<file path="config.mk">
export PLATFORM = sky130hd
export DESIGN_NAME = load_store_unit_flat
export DESIGN_NICKNAME = d
export VERILOG_FILES = /design/src/rtl/load_store_unit_if.sv /design/src/rtl/load_store_unit.sv /design/src/flat_wrapper.sv
export SDC_FILE = /design/constraint.sdc
export NUM_CORES = 1
export LEC_CHECK = 0
export ABC_AREA = 1
export BUFFER_PORTS_ARGS = -buffer_cell sky130_fd_sc_hd__clkbuf_2
export CORE_MARGIN = 10
export CORE_UTILIZATION = 50
export DETAILED_ROUTE_END_ITERATION = 8
export PLACE_DENSITY = 0.72
export SLEW_MARGIN = 10
export SYNTH_ARGS = -nofsm -noshare
export SYNTH_HDL_FRONTEND = slang
export SYNTH_SLANG_ARGS = --single-unit
</file>
<file path="constraint.sdc">
create_clock -name clk -period 10.2 [get_ports clk]
set_clock_uncertainty 0.15 [all_clocks]
set_input_delay 1.02 -clock clk [delete_from_list [all_inputs] [get_ports clk]]
set_output_delay 1.02 -clock clk [all_outputs]
set_load 0.02 [all_outputs]
</file>
<file path="src/rtl/load_store_unit_if.sv">
// Byte-wide data-memory bus between the load/store unit (master)
// and the data memory (slave).
interface load_store_unit_if #(
    parameter int ADDR_WIDTH = 32
);
    logic                  mem_req;
    logic                  mem_we;
    logic [ADDR_WIDTH-1:0] mem_addr;
    logic [7:0]            mem_wdata;
    logic [7:0]            mem_rdata;
    logic                  mem_ack;

    modport master (
        output mem_req,
        output mem_we,
        output mem_addr,
        output mem_wdata,
        input  mem_rdata,
        input  mem_ack
    );

    modport slave (
        input  mem_req,
        input  mem_we,
        input  mem_addr,
        input  mem_wdata,
        output mem_rdata,
        output mem_ack
    );
endinterface

</file>
<file path="src/rtl/load_store_unit.sv">
// Memory-stage load/store unit: byte/word accesses as 1 or 4 byte beats.
// Optional LSU_MISALIGN_TRAP_EN traps misaligned word accesses.
module load_store_unit #(
    parameter int ACK_TIMEOUT = 16,
    parameter int ADDR_WIDTH  = 32
) (
    input  logic                  clk,
    input  logic                  reset,
    input  logic [ADDR_WIDTH-1:0] address,
    input  logic [31:0]           write_data,
    input  logic                  memRead,
    input  logic                  memWrite,
    input  logic                  word,
    output logic [31:0]           read_data,
    output logic                  stall,
    output logic                  err,
    load_store_unit_if.master     mem
);
    localparam int TW = $clog2(ACK_TIMEOUT + 1);

    typedef enum logic [1:0] {
        IDLE,
        REQ,
        DONE
    } state_t;

    state_t                state;
    logic [1:0]            beat;
    logic [1:0]            beat_nxt;
    logic [1:0]            last;
    logic [TW-1:0]         timer;
    logic                  we;
    logic [ADDR_WIDTH-1:0] base;
    logic [31:0]           wdata;
    logic [31:0]           asm_q;
    logic [31:0]           asm_nxt;
    logic                  req_in;
    logic                  trap;

    assign req_in   = memRead | memWrite;
    assign beat_nxt = beat + 2'd1;
    assign stall    = !reset &&
                      ((state == REQ) || (state == IDLE && req_in));

`ifdef LSU_MISALIGN_TRAP_EN
    assign trap = word && (address[1:0] != 2'b00);
`else
    assign trap = 1'b0;
`endif

    // Read assembly including the byte arriving this cycle.
    always_comb begin
        asm_nxt = asm_q;
        asm_nxt[{beat, 3'b000} +: 8] = mem.mem_rdata;
    end

    always_ff @(posedge clk or posedge reset) begin
        if (reset) begin
            state         <= IDLE;
            beat          <= 2'd0;
            last          <= 2'd0;
            timer         <= '0;
            we            <= 1'b0;
            base          <= '0;
            wdata         <= 32'd0;
            asm_q         <= 32'd0;
            read_data     <= 32'd0;
            err           <= 1'b0;
            mem.mem_req   <= 1'b0;
            mem.mem_we    <= 1'b0;
            mem.mem_addr  <= '0;
            mem.mem_wdata <= 8'd0;
        end else begin
            err <= 1'b0;
            case (state)
                IDLE: begin
                    if (req_in) begin
                        if (trap) begin
                            state <= DONE;
                            err   <= 1'b1;
                        end else begin
                            state         <= REQ;
                            base          <= address;
                            wdata         <= write_data;
                            we            <= memWrite;
                            last          <= word ? 2'd3 : 2'd0;
                            beat          <= 2'd0;
                            timer         <= '0;
                            asm_q         <= 32'd0;
                            mem.mem_req   <= 1'b1;
                            mem.mem_we    <= memWrite;
                            mem.mem_addr  <= address;
                            mem.mem_wdata <= write_data[7:0];
                        end
                    end
                end
                REQ: begin
                    if (mem.mem_ack) begin
                        if (!we) asm_q <= asm_nxt;
                        if (beat == last) begin
                            state       <= DONE;
                            mem.mem_req <= 1'b0;
                            mem.mem_we  <= 1'b0;
                            if (!we) read_data <= asm_nxt;
                        end else begin
                            beat          <= beat_nxt;
                            timer         <= '0;
                            mem.mem_addr  <= base + ADDR_WIDTH'(beat_nxt);
                            mem.mem_wdata <= wdata[{beat_nxt, 3'b000} +: 8];
                        end
                    end else if (timer == TW'(ACK_TIMEOUT - 1)) begin
                        // Memory never answered: abort, keep read_data.
                        state       <= DONE;
                        err         <= 1'b1;
                        mem.mem_req <= 1'b0;
                        mem.mem_we  <= 1'b0;
                    end else begin
                        timer <= timer + 1'b1;
                    end
                end
                DONE: state <= IDLE;
                default: state <= IDLE;
            endcase
        end
    end
endmodule
</file>
<file path="src/flat_wrapper.sv">
// flat-port wrapper written by rule: the top's interface ports become plain ports
module load_store_unit_flat 
#(
    parameter int ACK_TIMEOUT = 16,
    parameter int ADDR_WIDTH  = 32
)
  (clk, reset, address, write_data, memRead, memWrite, word, read_data, stall, err, mem_mem_req, mem_mem_we, mem_mem_addr, mem_mem_wdata, mem_mem_rdata, mem_mem_ack);
  load_store_unit_if #(.ADDR_WIDTH(ADDR_WIDTH)) mem_i ();
  input  logic clk;
  input  logic reset;
  input  logic [ADDR_WIDTH-1:0] address;
  input  logic [31:0] write_data;
  input  logic memRead;
  input  logic memWrite;
  input  logic word;
  output logic [31:0] read_data;
  output logic stall;
  output logic err;
  output wire logic [$bits(mem_i.mem_req)-1:0] mem_mem_req;
  output wire logic [$bits(mem_i.mem_we)-1:0] mem_mem_we;
  output wire logic [$bits(mem_i.mem_addr)-1:0] mem_mem_addr;
  output wire logic [$bits(mem_i.mem_wdata)-1:0] mem_mem_wdata;
  input wire logic [$bits(mem_i.mem_rdata)-1:0] mem_mem_rdata;
  input wire logic [$bits(mem_i.mem_ack)-1:0] mem_mem_ack;
  assign mem_mem_req = mem_i.mem_req;
  assign mem_mem_we = mem_i.mem_we;
  assign mem_mem_addr = mem_i.mem_addr;
  assign mem_mem_wdata = mem_i.mem_wdata;
  assign mem_i.mem_rdata = mem_mem_rdata;
  assign mem_i.mem_ack = mem_mem_ack;
  load_store_unit #(.ACK_TIMEOUT(ACK_TIMEOUT), .ADDR_WIDTH(ADDR_WIDTH)) u_core (.clk(clk), .reset(reset), .address(address), .write_data(write_data), .memRead(memRead), .memWrite(memWrite), .word(word), .read_data(read_data), .stall(stall), .err(err), .mem(mem_i));
endmodule
</file>
==> results.txt, run 1 <==
- Ant. Diodes: 0
* WP data required: 10.37 ns
- Initial Util: 50.4%
* Overall die area: 0.0238 mm^2
* Post-DP HPWL: 16700 um
- Floorplan die width: 154 um
- Setup violations remaining at the end of the flow were counted as 0.
- After clock tree synthesis, the clock-pin slew on the worst setup and hold paths is 0.07 ns.
* Synthesized area per cell: 7.51 um^2
* Clock latency at the later pin of the worst-skew pair: 0.44 ns
- Yosys printed 0 warnings.
* Routed length per instance: 15.5 um
* Leakage component of the power: 5.18 nW
* Worst relative slew slack: 30.3%
- Synth async-reset ratio: 100%
- The first global-routing pass estimated 40200 um of wire.
- Input and output buffers added on the ports amount to 153.
- Number of nets still failing antenna checks after routing: 0
- For this run, the top clock speed supported by timing is 247 MHz.
* Placed cell area: 0.00987 mm^2
- CTS Hold Buffers Added: 0
- Seq/Total Area, Yosys: 50.6%
- At the pin with the least slew margin, the transition time is 1.05 ns.
- In this run, synthesis produced a sequential element count of 182.
- Power per cell area: 324 mW/mm^2
- After global routing the overflow that remains totals 0.
- The design draws 3.38 mW.
- Area share of the largest cell type after synthesis: 50.6%
* Area grow syn2layout: 15.9%
* Number of slew-limit violations in the final report: 0
- Nets: 1407
- In this run, synthesis inferred 0 flip-flops with an integrated enable.
* Final weighted congestion in routability-driven placement: 0.936
- Synthesis produced 1198 cells.
* Biggest area contributors in the synthesized netlist: sky130_fd_sc_hd__dfrtp_1 51%, sky130_fd_sc_hd__nand2_1 18%, sky130_fd_sc_hd__o21ai_0 5.9%, sky130_fd_sc_hd__nand3_1 5.6%, sky130_fd_sc_hd__inv_1 5.1%
- The worst path in the final design needs a cycle of 4.05 ns, including I/O delays and setup.
- Core Box Area: 0.0178 mm^2
* Maximum fanout count along the critical path: 31
- Sinks on Clock Net: 182
- DR DRC count: 0
- Drt pass-1 iters: 6
- CP Capture Type: register
- Setup Fix Bufs, Post-CTS: 0
- The number of antenna violations at the first check in global routing came to 0.
- RSZ-0062 raised after global routing: no
- Maximum number of pins on one net before global-route repair: 105
* Overall Global Routing Usage: 20.3%
- Worst hold margin: 0.320 ns
- Cell type with the largest total area after synthesis: sky130_fd_sc_hd__dfrtp_1
- Data arrives at the worst endpoint at 4.23 ns.
- The worst setup path is of the reg -> reg kind.
- Htree depth: 4
* Ratio of cells with drive above 1 in the final layout: 15.4%
- The synthesized netlist occupies a cell area of 0.00900 mm^2.
- Number of nets produced by synthesis: 1286
* Total via count after detailed routing: 8097
* Hold Path Class: reg -> reg
- # Max-Cap Violations: 0
- Dominant cell by count in the synthesized netlist: sky130_fd_sc_hd__nand2_1
* PostCTS Resize Cnt: 0
- Wires add up to 24200 um.
- In the routed layout, each cell is associated on average with a via count of 5.19.
* Final worst path period share: 39.7%
* Result of the run: finished, final reports clean
- Ys flop type: sky130_fd_sc_hd__dfrtp_1
- By count the netlist is led by 430 x sky130_fd_sc_hd__nand2_1, 182 x sky130_fd_sc_hd__dfrtp_1, 122 x sky130_fd_sc_hd__inv_1, 107 x sky130_fd_sc_hd__nor2_1, 106 x sky130_fd_sc_hd__o21ai_0.
- After routing, the total negative slack on setup checks comes to 0 ns.
- The via count of the first global-routing pass came to 7833.
- The first routing iteration left 724 violations.
- The floorplan has 49 rows.
- Clock tree synthesis inserted a total of 17 buffers.
- Die extent in y: 154 um
- During I/O placement, the number of pins put on the boundary was 154.
- TritonCTS built the clock tree.
- Counting the fill cells in the layout gives 1625.
- The longest clock path from root to sink contains 2 buffers.
- Count of different cell masters after synthesis: 31
- After routing the design area is 0.0104 mm^2.
- The number of hold-slack violations in the final timing report was 0.
* Worst IR Drop VDD: 0.000247 V
- CTS placed an instance of sky130_fd_sc_hd__clkbuf_16 at the clock tree root.
- The worst setup path is launched from a register.
==> worst max-delay path: stages, from the launching register on <==
cell	delay [ns]
sky130_fd_sc_hd__dfrtp_1	1.02
sky130_fd_sc_hd__inv_2	0.41
sky130_fd_sc_hd__ha_1	0.86
sky130_fd_sc_hd__fa_1	0.32
sky130_fd_sc_hd__nand2_1	0.08
sky130_fd_sc_hd__nor2_1	0.25
sky130_fd_sc_hd__nand2_1	0.20
sky130_fd_sc_hd__nor2_2	0.29
sky130_fd_sc_hd__xnor2_1	0.16
sky130_fd_sc_hd__nand2_1	0.06
sky130_fd_sc_hd__nand2_1	0.09
sky130_fd_sc_hd__nand2_1	0.05
==> cells in the final DEF (no fill, tap or decap), drive strengths merged, types with 2 or more instances in the layout <==
master and instances:
nand2 432, dfrtp 182, clkbuf 172, inv 128, o21ai 114, nor2 108, nand3 102, o22ai 25
a31oi 12, nand4 10, ha 9, buf 6, clkinv 6, xor2 5, a21oi 4, nand3b 3
xnor2 3, clkinvlp 3, or2 2
==> sequential cells by signal, indices dropped and copies added (netlist names), 5 cells and up <==
name / cells
u_core.timer: 5
u_core.read_data: 32
u_core.mem.mem_addr: 32
u_core.asm_q: 32
u_core.mem.mem_wdata: 8
u_core.wdata: 32
u_core.base: 32
==> area by class of cell <==
class / count / area [um^2] / share of cell area [%]
Inverter: 125 / 474 / 4.54
Multi-Input combinational cell: 834 / 3740 / 35.9
Sequential cell: 182 / 4550 / 43.6
Tap cell: 229 / 287 / 2.75
Clock inverter: 13 / 123 / 1.18
Clock buffer: 19 / 443 / 4.24
Timing Repair Buffer: 159 / 811 / 7.77
==> report_power, final <==
group | switching (mW) | internal, mW | total [mW]
Combinational | 1.03 | 0.450 | 1.48
Clock | 0.293 | 0.346 | 0.639
Sequential | 0.234 | 1.02 | 1.26
==> cell families (layout without fill, tap and decap cells) <==
kind of cell	Yosys count	count (layout)	share of synthesized area, %
compound gates	156	156	9.41
simple gates	660	660	29.8
flops	182	182	50.6
buf+inv	182	316	7.88
fa+ha+maj	10	10	1.47
xor+xnor	8	8	0.779
==> per-layer routing <==
metal	up-vias	routed length (um)	share of wire [%]	global-route usage, %
li1	4027	-	-	-
met2	292	10700	44	30.4
met4	0	406	1.7	5.89
met1	3747	11100	46	28.0
met3	31	2000	8.2	5.91
met5	-	0	0	0
==> worst paths after layout <==
| path | start | end | slack, ns | cells past startpoint |
|---|---|---|---|---|
| hold / removal | u_core.mem.mem_req | u_core.mem.mem_req | 0.32 | 2 |
| hold reg to reg | u_core.mem.mem_req | u_core.mem.mem_req | 0.32 | 2 |
| setup reg to reg | u_core.beat[0] | u_core.mem.mem_addr[12] | 6.15 | 11 |
| min in group asynchronous | reset | u_core.read_data[1] | 0.64 | 2 |
| max in group asynchronous | reset | u_core.base[3] | 7.60 | 3 |
| setup / recovery | u_core.beat[0] | u_core.mem.mem_addr[12] | 6.15 | 11 |
==> through the flow <==
stage | utilization [%] | cells | setup slack (ns)
after detailed placement | 55.3 | 1529 | 6.18
after floorplan | - | 1198 | 4.09
final | 58.5 | 1561 | 6.15
after CTS | 58.5 | 1561 | 6.17
after global routing | 58.5 | 1561 | 5.68
after global placement | 55.3 | 1529 | 6.38
Note: power is estimated with default switching activity, not from simulation.
==> run 2: changes to the inputs <==
Settings changed: ABC_AREA 1 to 0, PLACE_DENSITY 0.72 to 0.73.
Clock period 10.2 ns to 4.2 ns, I/O delays scaled along.
==> results.txt, run 2 <==
* Number of slew-limit violations in the final report: 0
- Worst relative slew slack: 28.3%
- The final reports fail on negative hold slack.
- Post-DP HPWL: 14700 um
* Number of nets still failing antenna checks after routing: 0
- Summed over all layers, the global routing overflow is 0.
- Worst R2R Setup Slack: 1.13 ns
- The min-delay analysis places its worst path in the category in -> async.
- Ratio of cells with drive above 1 in the final layout: 21.3%
- In this run the deepest clock path goes through 2 buffers.
* DR DRC count: 0
* Total of flip-flops plus latches after synthesis: 182
- Sinks on Clock Net: 182
- Instance count of the mapped netlist: 894
- Logic gate share of total power: 39.2%
- Total via count after detailed routing: 6761
- Fin area: 0.00997 mm^2
- The library cell used most frequently in the layout, excluding fill and tap cells, is sky130_fd_sc_hd__nand2_1.
- Via count of the first global-routing pass: 6657
- The library cells used most frequently in the layout, excluding fill and tap cells, are 284 x sky130_fd_sc_hd__nand2_1, 182 x sky130_fd_sc_hd__dfrtp_1, 153 x sky130_fd_sc_hd__clkbuf_2.
* Fin util: 60.4%
- In the synthesized netlist the dominant register cell turns out to be sky130_fd_sc_hd__dfrtp_1.
- Result of the run: finished, violations left
* Time the worst path needs with I/O delays and setup: 3.07 ns
- Overall die area: 0.0224 mm^2
- Htree depth: 4
- The placed instances occupy a cell area of 0.00938 mm^2.
- The share of synthesized area in the top cell type comes to 54.3%.
- Setup violations remaining at the end of the flow were counted as 0.
- Pin placement for this block handled 154 I/O pins.
- The number of gates resized after CTS was 0.
- Counting flops with a built-in enable in the synthesized netlist gives 0.
- Timing-limited maximum frequency: 326 MHz
- Setup Total Neg Slack: 0 ns
- Maximum number of pins on one net before global-route repair: 134
- Count of different cell masters after synthesis: 54
* Clock latency at the later pin of the worst-skew pair: 0.43 ns
* Seq/Total Area, Yosys: 54.3%
* CTS tree: done
- Wire length of the first global-routing pass: 34900 um
* Floorplan die width: 150 um
- Die extent in y: 150 um
- CTS Root Cell: sky130_fd_sc_hd__clkbuf_16
- # Max-Cap Violations: 0
- In the final design database the tool counted 1116 nets.
- WP data required: 4.37 ns
- Number of clock buffers inserted by TritonCTS: 17
* CP Capture Type: register
- After the first detailed-routing iteration, the DRC count stood at 547.
* Switching power as a share of total power: 41.6%
* Initial antenna violation count: 1
- Leakage component of the power: 4.88 nW
* Number of hold violations in the final report: 4
- The synthesized netlist occupies a cell area of 0.00839 mm^2.
- Final worst path period share: 73.0%
- By count the netlist is led by 284 x sky130_fd_sc_hd__nand2_1, 182 x sky130_fd_sc_hd__dfrtp_1, 56 x sky130_fd_sc_hd__o21ai_0, 44 x sky130_fd_sc_hd__a21oi_1, 40 x sky130_fd_sc_hd__clkbuf_1.
- Leaving out filler cells and counting taps, the final layout contains 1261.
- Routed length per instance: 16.9 um
- Total number of placement rows: 47
* Clock group share of total power: 22.0%
* Ant. Diodes: 0
- CTS Hold Buffers Added: 0
- Vias per inst: 5.36
- Total power for the finished layout comes to 7.36 mW.
- The congestion estimate from routability-driven global placement came to 0.846.
- Sorting the synthesized cells by area gives the leading types as sky130_fd_sc_hd__dfrtp_1 54%, sky130_fd_sc_hd__nand2_1 13%, sky130_fd_sc_hd__a22o_1 3.3%, sky130_fd_sc_hd__o21ai_0 3.3%, sky130_fd_sc_hd__a21oi_1 2.6%.
* Setup Fix Bufs, Post-CTS: 0
- Worst IR Drop VDD: 0.000365 V
- Sequential fraction of design power: 38.8%
- Summed over all instances, the cell type with the most area after synthesis is sky130_fd_sc_hd__dfrtp_1.
* Initial Util: 50.8%
- Pint: 4.30 mW
- A synthesized cell averages 9.39 um^2.
- The most common cell in the synthesized netlist is sky130_fd_sc_hd__nand2_1.
- Worst endpoint data arrival time: 3.23 ns
- Of all nets on the critical path, the largest fanout is 9.
* Least-Margin Pin Slew: 1.08 ns
- Number of placed cells counting well taps: 1229
- Power per cell area: 738 mW/mm^2
* Drt total wl: 21300 um
* Critical Path Start Type: register
* Drt pass-1 iters: 5
- The total area inside the core boundary comes to 0.0165 mm^2.
* Number of nets produced by synthesis: 982
- After clock tree synthesis, the clock-pin slew on the worst setup and hold paths is 0.07 ns.
- The tightest hold path in the finished design has a slack of -0.0141 ns.
- Area grow syn2layout: 18.9%
* Psw: 3.06 mW
- Port buffering added 153 buffers.
- Setup repair after global routing left no endpoint under its margin.
- Count of synthesis-stage warnings from yosys: 0
- Worst Setup Path Type: reg -> reg
- After synthesis, the share of flip-flops with an asynchronous set or reset is 100%.
- Global routing used 19.5% of the available tracks.
run 2: cells by family after synthesis:
group / share of synthesized area [%]
buf+inv: 2.77
fa+ha+maj: 1.58
simple gates: 22.5
flops: 54.3
compound gates: 13.2
mux: 3.00
xor+xnor: 2.71
run 2: worst paths after layout:
check                                          endpoint              from  cells past startpoint
worst max-delay path            u_core.mem.mem_addr[29]    u_core.beat[1]                      8
worst min-delay path             u_core.mem.mem_addr[5]             reset                      3
worst max register to register  u_core.mem.mem_addr[29]    u_core.beat[1]                      8
worst min register to register         u_core.wdata[16]  u_core.wdata[16]                      2
max in group asynchronous              u_core.wdata[13]             reset                      3
min in group clk                       u_core.wdata[28]    write_data[28]                      3
run 2: layout make-up:
type	count	area, um^2
fill	1452	6550
multi-input combinational	651	3630
clock inverter	14	165
inverter	9	37.5
clock buffer	18	429
timing repair buffer	167	883
sequential	182	4550
tap	220	275
run 2: per-stage QoR:
step | worst slack [ns] | hold slack (ns)
2_1_floorplan | 1.29 | 0.290
3_3_place_gp | 1.24 | 0.303
3_5_place_dp | 1.17 | 0.307
4_1_cts | 1.16 | 0.0111
5_1_grt | 0.967 | 0.0104
6_report | 1.13 | -0.0141
run 2: metal layers:
layer / GRT usage [%] / share of wire (%)
met5: 0 / 0
met1: 26.2 / 45
met4: 5.64 / 1.3
met3: 5.40 / 6.3
met2: 30.2 / 47
run 2: power groups by stage:
stage	logic, mW	registers [mW]	clock network, mW
5_1_grt	3.25	2.94	1.73
3_5_place_dp	2.91	2.87	0
3_3_place_gp	2.85	2.86	0
4_1_cts	2.93	2.85	1.65
2_1_floorplan	1.82	3.02	0
6_report	2.88	2.86	1.62
run 2: worst max-delay path, cell delays in order (launching register included):
cell	delay [ns]
sky130_fd_sc_hd__dfrtp_1	0.45
sky130_fd_sc_hd__inv_1	0.12
sky130_fd_sc_hd__ha_1	0.35
sky130_fd_sc_hd__ha_1	0.30
sky130_fd_sc_hd__a21oi_1	0.15
sky130_fd_sc_hd__nor4_4	0.58
sky130_fd_sc_hd__nand4_2	0.21
sky130_fd_sc_hd__mux2_1	0.35
sky130_fd_sc_hd__a221o_1	0.29
